[config.mk]
export PLATFORM = sky130hd
export DESIGN_NAME = usb_tx_phy
export DESIGN_NICKNAME = d
export VERILOG_FILES = /design/src/rtl/usb_tx_phy.sv
export SDC_FILE = /design/constraint.sdc
export NUM_CORES = 1
export LEC_CHECK = 0
export BUFFER_PORTS_ARGS = -buffer_cell sky130_fd_sc_hd__clkbuf_2
export CAP_MARGIN = 20
export CORE_MARGIN = 1.5
export CORE_UTILIZATION = 45
export CTS_BUF_LIST = sky130_fd_sc_hd__clkbuf_4
export CTS_CLUSTER_DIAMETER = 30
export DETAILED_ROUTE_END_ITERATION = 16
export PLACE_DENSITY = 0.6
export SYNTH_ARGS = -nofsm -noshare
export SYNTH_HDL_FRONTEND = slang
export SYNTH_SLANG_ARGS = --single-unit
[constraint.sdc]
create_clock -name clk_i -period 4.2 [get_ports clk_i]
set_clock_uncertainty 0.1 [all_clocks]
set_input_delay 0.21 -clock clk_i [delete_from_list [all_inputs] [get_ports clk_i]]
set_output_delay 0.21 -clock clk_i [all_outputs]
set_load 0.03 [all_outputs]
[src/rtl/usb_tx_phy.sv]
// USB full-speed packet transmitter: SYNC, PID, token/data fields with CRC5/CRC16,
// bit stuffing and NRZI onto D+/D-, closed by SE0 SE0 J.
module usb_tx_phy #(
    parameter int unsigned CLK_PER_BIT = 4
) (
    input  logic       clk_i,
    input  logic       rst_i,
    input  logic       start_i,
    input  logic [3:0] pid_i,
    input  logic [6:0] addr_i,
    input  logic [3:0] endp_i,
    input  logic [7:0] data_i,
    input  logic       data_valid_i,
    output logic       data_ready_o,
    output logic       busy_o,
    output logic       tx_en_o,
    output logic       dp_tx_o,
    output logic       dn_tx_o
);

    localparam int unsigned CntW = $clog2(CLK_PER_BIT);
    localparam logic [CntW-1:0] CntLast = CntW'(CLK_PER_BIT - 1);

    typedef enum logic [2:0] {
        StIdle, StSync, StPid, StToken, StData, StCrc, StEopSe0, StEopJ
    } state_e;

    state_e          state_q, nxt_state;
    logic [CntW-1:0] cnt_q;
    logic [2:0]      ones_q;
    logic [15:0]     sh_q, fld_sh;
    logic [4:0]      len_q, fld_len;
    logic [4:0]      crc5_q, crc5_nxt, crc5_out;
    logic [15:0]     crc16_q, crc16_nxt, crc16_out;
    logic [3:0]      pid_q;
    logic [6:0]      addr_q;
    logic [3:0]      endp_q;
    logic            busy_q, tx_en_q, dp_q, dn_q, ready_q;
    logic            take, to_eop, data_req, tx_bit, bit_end;

    assign bit_end = (cnt_q == CntLast);

    // CRC register MSB goes out first, so the shifter gets it bit-reversed and inverted.
    assign crc5_out  = ~{<<{crc5_q}};
    assign crc16_out = ~{<<{crc16_q}};

    // When the current field is exhausted, pick the next field and expose its first bit.
    always_comb begin
        nxt_state = state_q;
        fld_sh    = sh_q;
        fld_len   = len_q;
        take      = 1'b0;
        to_eop    = 1'b0;
        data_req  = 1'b0;
        if (len_q == 5'd0) begin
            case (state_q)
                StSync: begin
                    nxt_state = StPid;
                    fld_sh    = {8'h00, ~pid_q, pid_q};
                    fld_len   = 5'd8;
                end
                StPid: begin
                    if (pid_q[1:0] == 2'b01) begin
                        nxt_state = StToken;
                        fld_sh    = {5'b00000, endp_q, addr_q};
                        fld_len   = 5'd11;
                    end else if (pid_q[1:0] == 2'b11) begin
                        data_req = 1'b1;
                    end else begin
                        to_eop = 1'b1;
                    end
                end
                StToken: begin
                    nxt_state = StCrc;
                    fld_sh    = {11'b0, crc5_out};
                    fld_len   = 5'd5;
                end
                StData:  data_req = 1'b1;
                default: to_eop = 1'b1;
            endcase
            if (data_req) begin
                if (data_valid_i) begin
                    nxt_state = StData;
                    fld_sh    = {8'h00, data_i};
                    fld_len   = 5'd8;
                    take      = 1'b1;
                end else begin
                    nxt_state = StCrc;
                    fld_sh    = crc16_out;
                    fld_len   = 5'd16;
                end
            end
        end
    end

    assign tx_bit    = fld_sh[0];
    assign crc5_nxt  = {crc5_q[3:0], 1'b0} ^ ((crc5_q[4] ^ tx_bit) ? 5'h05 : 5'h00);
    assign crc16_nxt = {crc16_q[14:0], 1'b0} ^ ((crc16_q[15] ^ tx_bit) ? 16'h8005 : 16'h0000);

    always_ff @(posedge clk_i) begin
        if (rst_i) begin
            state_q <= StIdle;
            cnt_q   <= '0;
            ones_q  <= '0;
            sh_q    <= '0;
            len_q   <= '0;
            crc5_q  <= 5'h1F;
            crc16_q <= 16'hFFFF;
            pid_q   <= '0;
            addr_q  <= '0;
            endp_q  <= '0;
            busy_q  <= 1'b0;
            tx_en_q <= 1'b0;
            dp_q    <= 1'b1;
            dn_q    <= 1'b0;
            ready_q <= 1'b0;
        end else begin
            ready_q <= 1'b0;
            cnt_q   <= bit_end ? '0 : cnt_q + 1'b1;
            case (state_q)
                StIdle: begin
                    cnt_q <= '0;
                    if (start_i) begin
                        state_q <= StSync;
                        pid_q   <= pid_i;
                        addr_q  <= addr_i;
                        endp_q  <= endp_i;
                        busy_q  <= 1'b1;
                        tx_en_q <= 1'b1;
                        // SYNC bit 0 is a zero: the line goes to K on this very edge.
                        dp_q    <= 1'b0;
                        dn_q    <= 1'b1;
                        sh_q    <= 16'h0040;
                        len_q   <= 5'd7;
                        ones_q  <= 3'd0;
                        crc5_q  <= 5'h1F;
                        crc16_q <= 16'hFFFF;
                    end
                end
                StEopSe0: begin
                    if (bit_end) begin
                        if (len_q == 5'd0) begin
                            state_q <= StEopJ;
                            dp_q    <= 1'b1;
                            dn_q    <= 1'b0;
                        end else begin
                            len_q <= len_q - 5'd1;
                        end
                    end
                end
                StEopJ: begin
                    if (bit_end) begin
                        state_q <= StIdle;
                        busy_q  <= 1'b0;
                        tx_en_q <= 1'b0;
                    end
                end
                default: begin
                    if (bit_end) begin
                        if (ones_q == 3'd6) begin
                            dp_q   <= ~dp_q;
                            dn_q   <= ~dn_q;
                            ones_q <= 3'd0;
                        end else if (to_eop) begin
                            state_q <= StEopSe0;
                            dp_q    <= 1'b0;
                            dn_q    <= 1'b0;
                            len_q   <= 5'd1;
                        end else begin
                            state_q <= nxt_state;
                            sh_q    <= fld_sh >> 1;
                            len_q   <= fld_len - 5'd1;
                            ready_q <= take;
                            if (tx_bit) begin
                                ones_q <= ones_q + 3'd1;
                            end else begin
                                ones_q <= 3'd0;
                                dp_q   <= ~dp_q;
                                dn_q   <= ~dn_q;
                            end
                            if (nxt_state == StToken) crc5_q <= crc5_nxt;
                            if (nxt_state == StData) crc16_q <= crc16_nxt;
                        end
                    end
                end
            endcase
        end
    end

    assign data_ready_o = ready_q;
    assign busy_o       = busy_q;
    assign tx_en_o      = tx_en_q;
    assign dp_tx_o      = dp_q;
    assign dn_tx_o      = dn_q;

endmodule
### Word level (Yosys, flattened, before mapping)

Index checks and enable logic that the tools add are counted.

| storage, ports and cells | value |
|---|---|
| register bits after elaboration | 69 |
| bits of input ports | 27 |
| output and inout bits | 5 |

| cells by class | value |
|---|---|
| $add $sub $neg | 4 |
| equality and inequality tests | 23 |
| muxes and demuxes | 82 |
| bitwise logic cells | 14 |
| reductions and logical operators | 19 |

Operators with widths:

| operator | count |
|---|---|
| $mux 16 | 14 |
| $mux 5 | 15 |
| $pmux 16 s2 | 2 |
| $mux 3 | 16 |
| $pmux 16 s3 | 1 |
| $pmux 5 s3 | 2 |
| $reduce_and 6->1 | 5 |
| $mux 1 | 23 |
| $pmux 3 s3 | 2 |
| $not 16->16 | 1 |
| $xor 16x16->16 | 1 |
| $eq 3x3->1 const B | 5 |
| $ne 2x2->1 const B | 5 |
| $pmux 5 s2 | 1 |
| $sub 5x1->5 const B | 2 |
| $eq 3x2->1 const B | 3 |
| $reduce_or 9->1 | 1 |
| $reduce_bool 2->1 | 4 |
| $not 1->1 | 7 |
| $ne 3x1->1 const B | 2 |
| $pmux 1 s2 | 3 |
| $pmux 1 s3 | 2 |
| $pmux 3 s2 | 1 |
| $reduce_or 3->1 | 2 |
| other kinds (19) | 22 |

### Logic depth before layout (Yosys ltp)

| depth | value |
|---|---|
| depth in word-level cells | 15 |
| depth in mapped cells | 13 |

### Least setup slack after synthesis

OpenSTA, ideal clock, no wires.

| timing path | value |
|---|---|
| kind | register -> register |
| start point | reg len_q[0] |
| end point | reg len_q[1] |
| arrival | 2.667 ns |
| required time | 4.014 ns |
| slack | 1.347 ns |
| stages on the path, launching flop included | 14 |
| path buffers | 3 |
| path through | dfxtp_1 > inv_1 > ha_1 > nor4b_1 > buf_2 > clkbuf_1 > clkbuf_1 > nand2_1 > nor3_1 > o21ai_0 > ha_1 > o22ai_1 > nor2_1 > a211oi_1 |

| on the way | value |
|---|---|
| word-level cells in the longest chain between the ends | 9 |

RTL lines:

| element | RTL line | source |
|---|---|---|
| start: declaration | 32 | `logic [4:0] len_q, fld_len;` |
| start signal: assignment | 147 | `len_q <= len_q - 5'd1;` |
| start signal: assignment | 172 | `len_q <= fld_len - 5'd1;` |
| $mux 5 | 63 | `if (pid_q[1:0] == 2'b01) begin` |
| $pmux 5 s3 | 56 | `case (state_q)` |
| $mux 5 | 81 | `if (data_req) begin` |
| $mux 5 | 55 | `if (len_q == 5'd0) begin` |
| $sub 5x1->5 | 172 |  |
| $mux 5 | 164 | `end else if (to_eop) begin` |
| $mux 5 | 160 | `if (ones_q == 3'd6) begin` |
| $mux 5 | 159 | `if (bit_end) begin` |
| $pmux 5 s3 | 120 | `case (state_q)` |

Several ways; a longest one is shown, not always the timed one. The select of a mux whose other input is x is not followed.
A chain may end at the register's enable or synchronous reset.

### Final worst setup path

| timing path | value |
|---|---|
| start point | reg len_q[0] |
| end point | reg ones_q[2] |

| on the way | value |
|---|---|
| word-level cells in the longest chain between the ends | 7 |

RTL lines:

| element | RTL line | source |
|---|---|---|
| $logic_not 5->1 * | 55 |  |
| $mux 16 | 55 |  |
| $mux 3 | 174 | `if (tx_bit) begin` |
| $mux 3 | 164 |  |
| $mux 3 | 160 |  |
| $mux 3 | 159 |  |
| $pmux 3 s2 | 120 |  |
| end signal: assignment | 175 | `ones_q <= ones_q + 3'd1;` |
| end: declaration | 30 | `logic [2:0] ones_q;` |

Mark *: on every way between the ends. The rest lies on a longest branch, timed or not. The select of a mux whose other input is x is not followed.

==> impl_metrics.toml <==
[outcome]
outcome = "finished clean"

[worst_setup_path]
rr_startpoint = "len_q[0]$_SDFFE_PP0P_"
critPathMaxStageDelay_ns = 0.71
cp.depth = 8
reg2reg_depth = 8
start_kind = "register"
crit_type = "register to register"
rr_endpoint = "ones_q[2]$_SDFFE_PP0P_"
worstPathArrival_ns = 3.42
crit_path_top_delay_cell = "a211oi_2"
r2r_slack_ns = 1.03
crit_path_end = "ones_q[2]$_SDFFE_PP0P_"
cp.required_ns = 4.45
crit_top_cell = "o21ai_0"
critPathCaptureType = "register"
crit_fanout = 10
path_cells = "inv_1 > ha_1 > or4b_1 > o21ai_0 > a211oi_2 > nor3b_1 > o21ai_0 > a21oi_1"
startpoint = "len_q[0]$_SDFFE_PP0P_"
critical_path_buf_inv_count = 1
critical-path-top-delay-family = "compound AO/OA/AOI/OAI gates"

[finish]
stdcell_count = 651
area_growth_pct = 12.6
post-route-cell-area_um2 = 4530
regArea_um2 = 1360
fill_cells = 873
multi_input_area_um2 = 2450
drive_above_1_share = 0.147
diodes = 0
layout.nets = 572

[pwr]
irDropWorstVdd_v = 0.000206
seqPwrFrac = 0.414
combPwrFrac = 0.272
p_leak_nw = 1.59
swShare = 0.339
switchingPower_w = 0.000590
power.internal_w = 0.00115
clkPwrFrac = 0.314
power-per-cell-area_nw_per_um2 = 384

[detailed_routing]
wl_per_cell_um = 17.3
drtIter0Drc = 392
vias = 3931
dr.pass1.iters = 6
drcViolationCount = 0
ant_nets = 0
viasPerCell = 6.04
wl_um = 11300

[grt]
antenna_found_initial = 0
grt_max_degree = 51
grt_pass1_wl_um = 18900
first_global_vias = 3704
globalRouteOverflowTotal = 0
track_usage = 0.247

[logic_synthesis]
synth-edff-count = 0
avgSynthCellArea_um2 = 7.79
syn-num-nets = 550
ys.flop_type = "dfxtp_1"
ys_types = 68
ys_warn_count = 0
netlist_instances = 517
netlist_area_um2 = 4030
yosysSeqAreaShare = 0.338
ys_seq_elements = 68
synth-async-reset-ratio = 0

[run]
cap_viol_max_count = 0

[clock_tree]
clk_root_buffer_cell = "clkbuf_4"
cts_sinks = 68
cts_resized = 0
cts_setup_buffers = 0
clock_path_buffers = 2
clk_latency_ns = 0.41
cts_tree = "yes"
clkTransAtPathRegs_ns = 0.12
ctsHoldBuffers = 15
numCtsBuffers = 9
htreeDepth = 3

[die]
core_um2 = 8680
die_h_um = 97.6
pin_count = 32
num_rows = 34
initial_core_util = 0.464
die_area_um2 = 9520
chipWidth_um = 97.6

[timing]
rsz0062_at_grt = "false"
relSlewSlack = 0.299
hold_viol = 0
finalCriticalPeriod_ns = 3.17
fin_ws_ns = 1.03
finalSetupViolations = 0
tns_ns = 0
slew_viol_final = 0
hold_ws_ns = 0.0356
period_share = 0.755
fmax_mhz = 315
tightest_slew_ns = 1.05

[placed_design]
place_inst = 621
dpl_cell_area_um2 = 4200
gp_congestion = 0.918
dp_hpwl_um = 7470
dp_slack_ns = 1.05
port_buffers = 31

[worst_hold_path]
holdPathStages = 3
hp-class = "input port to register"
layout make-up:
type                            count  share of cell area
Multi-Input combinational cell    393               0.539
Sequential cell                    68               0.300
Timing Repair Buffer               53              0.0789
Tap cell                          108              0.0298
Clock inverter                      6              0.0251
Clock buffer                        9              0.0149
Inverter                           14              0.0116
flip-flops by register name, summed over array words and instances (netlist names):
signal,cells
endp_q,4
pid_q,4
crc16_q,16
ones_q,3
crc5_q,5
addr_q,7
cnt_q,2
dn_tx_o,1
tx_en_o,1
len_q,5
data_ready_o,1
sh_q,15
state_q,3
dp_tx_o,1
per-layer routing:
layer	vias up	routed length [µm]	global-route usage
li1	1931	-	-
met1	1859	5300	0.341
met2	124	5080	0.379
met3	17	692	0.0525
met4	0	192	0.0901
met5	-	0	0
logic make-up (layout without fill, tap and decap cells):
kind of cell	after synthesis	after routing	share of synthesized area
simple gates	193	193	0.236
compound gates	183	183	0.316
buf+inv	56	82	0.0584
fa+ha+maj	7	7	0.0211
mux	4	4	0.0103
xor+xnor	6	6	0.0199
flops	68	68	0.338
worst reg2reg max path: stages, from the launching register on:
cell	delay (ns)
dfxtp_1	0.40
inv_1	0.10
ha_1	0.22
or4b_1	0.37
o21ai_0	0.16
a211oi_2	0.71
nor3b_1	0.63
o21ai_0	0.24
a21oi_1	0.19
power by group through the flow:
stage | clock (W) | sequential [W] | combinational [W]
global route | 0.000591 | 0.000726 | 0.000518
detailed placement | 0 | 0.000734 | 0.000454
finish | 0.000546 | 0.000720 | 0.000473
CTS | 0.000558 | 0.000719 | 0.000468
global placement | 0 | 0.000732 | 0.000453
floorplan | 0 | 0.000718 | 0.000360
worst min path at each step:
stage / start / to / slack [ns]
after detailed placement: cnt_q[0]$_SDFF_PP0_ / cnt_q[0]$_SDFF_PP0_ / 0.33
final: start_i / tx_en_o$_SDFFE_PP0P_ / 0.04
after global routing: start_i / tx_en_o$_SDFFE_PP0P_ / 0.04
after floorplan: data_valid_i / data_ready_o$_SDFF_PP0_ / 0.24
after CTS: start_i / tx_en_o$_SDFFE_PP0P_ / 0.02
after global placement: cnt_q[0]$_SDFF_PP0_ / cnt_q[0]$_SDFF_PP0_ / 0.32
cell usage after synthesis (all sizes together) (4+ instances only):
master | number | share of area
a21oi | 40 | 0.050
a22o | 7 | 0.015
a211o | 4 | 0.0087
inv | 14 | 0.013
nand2 | 58 | 0.054
o211ai | 4 | 0.0075
nand2b | 7 | 0.011
dfxtp | 68 | 0.34
or3b | 4 | 0.0087
nor4 | 4 | 0.0062
nor3 | 24 | 0.034
nor4bb | 4 | 0.0099
o22ai | 8 | 0.016
nand3 | 5 | 0.0062
nor2 | 56 | 0.052
a221oi | 4 | 0.0087
buf | 18 | 0.023
nor3b | 5 | 0.0093
a31oi | 7 | 0.011
or2 | 4 | 0.0062
a21o | 4 | 0.0075
ha | 6 | 0.019
o2bb2ai | 9 | 0.020
clkbuf | 24 | 0.022
a211oi | 6 | 0.014
o21ai | 43 | 0.053
nor2b | 9 | 0.014
a22oi | 16 | 0.030
stage by stage:
| stage | total power [W] | utilization |
|---|---|---|
| final | 0.00174 | 0.522 |
| after global placement | 0.00119 | 0.484 |
| after CTS | 0.00175 | 0.522 |
| after detailed placement | 0.00119 | 0.484 |
| after global routing | 0.00184 | 0.522 |
| after floorplan | 0.00108 | - |
cell usage in the layout, fill, tap and decap left out, types with 9 or more instances in the layout:
cell type and count:
clkbuf_4 9, nor2b_1 9, a22oi_1 16, clkbuf_2 31, dlygate4sd3_1 15, inv_1 14, dfxtp_1 68, o2bb2ai_1 9
o21ai_1 14, o21ai_0 29, nand2_1 58, nor2_1 56, a21oi_1 40, nor3_1 20
No activity file was read; power rests on OpenSTA's default activity.
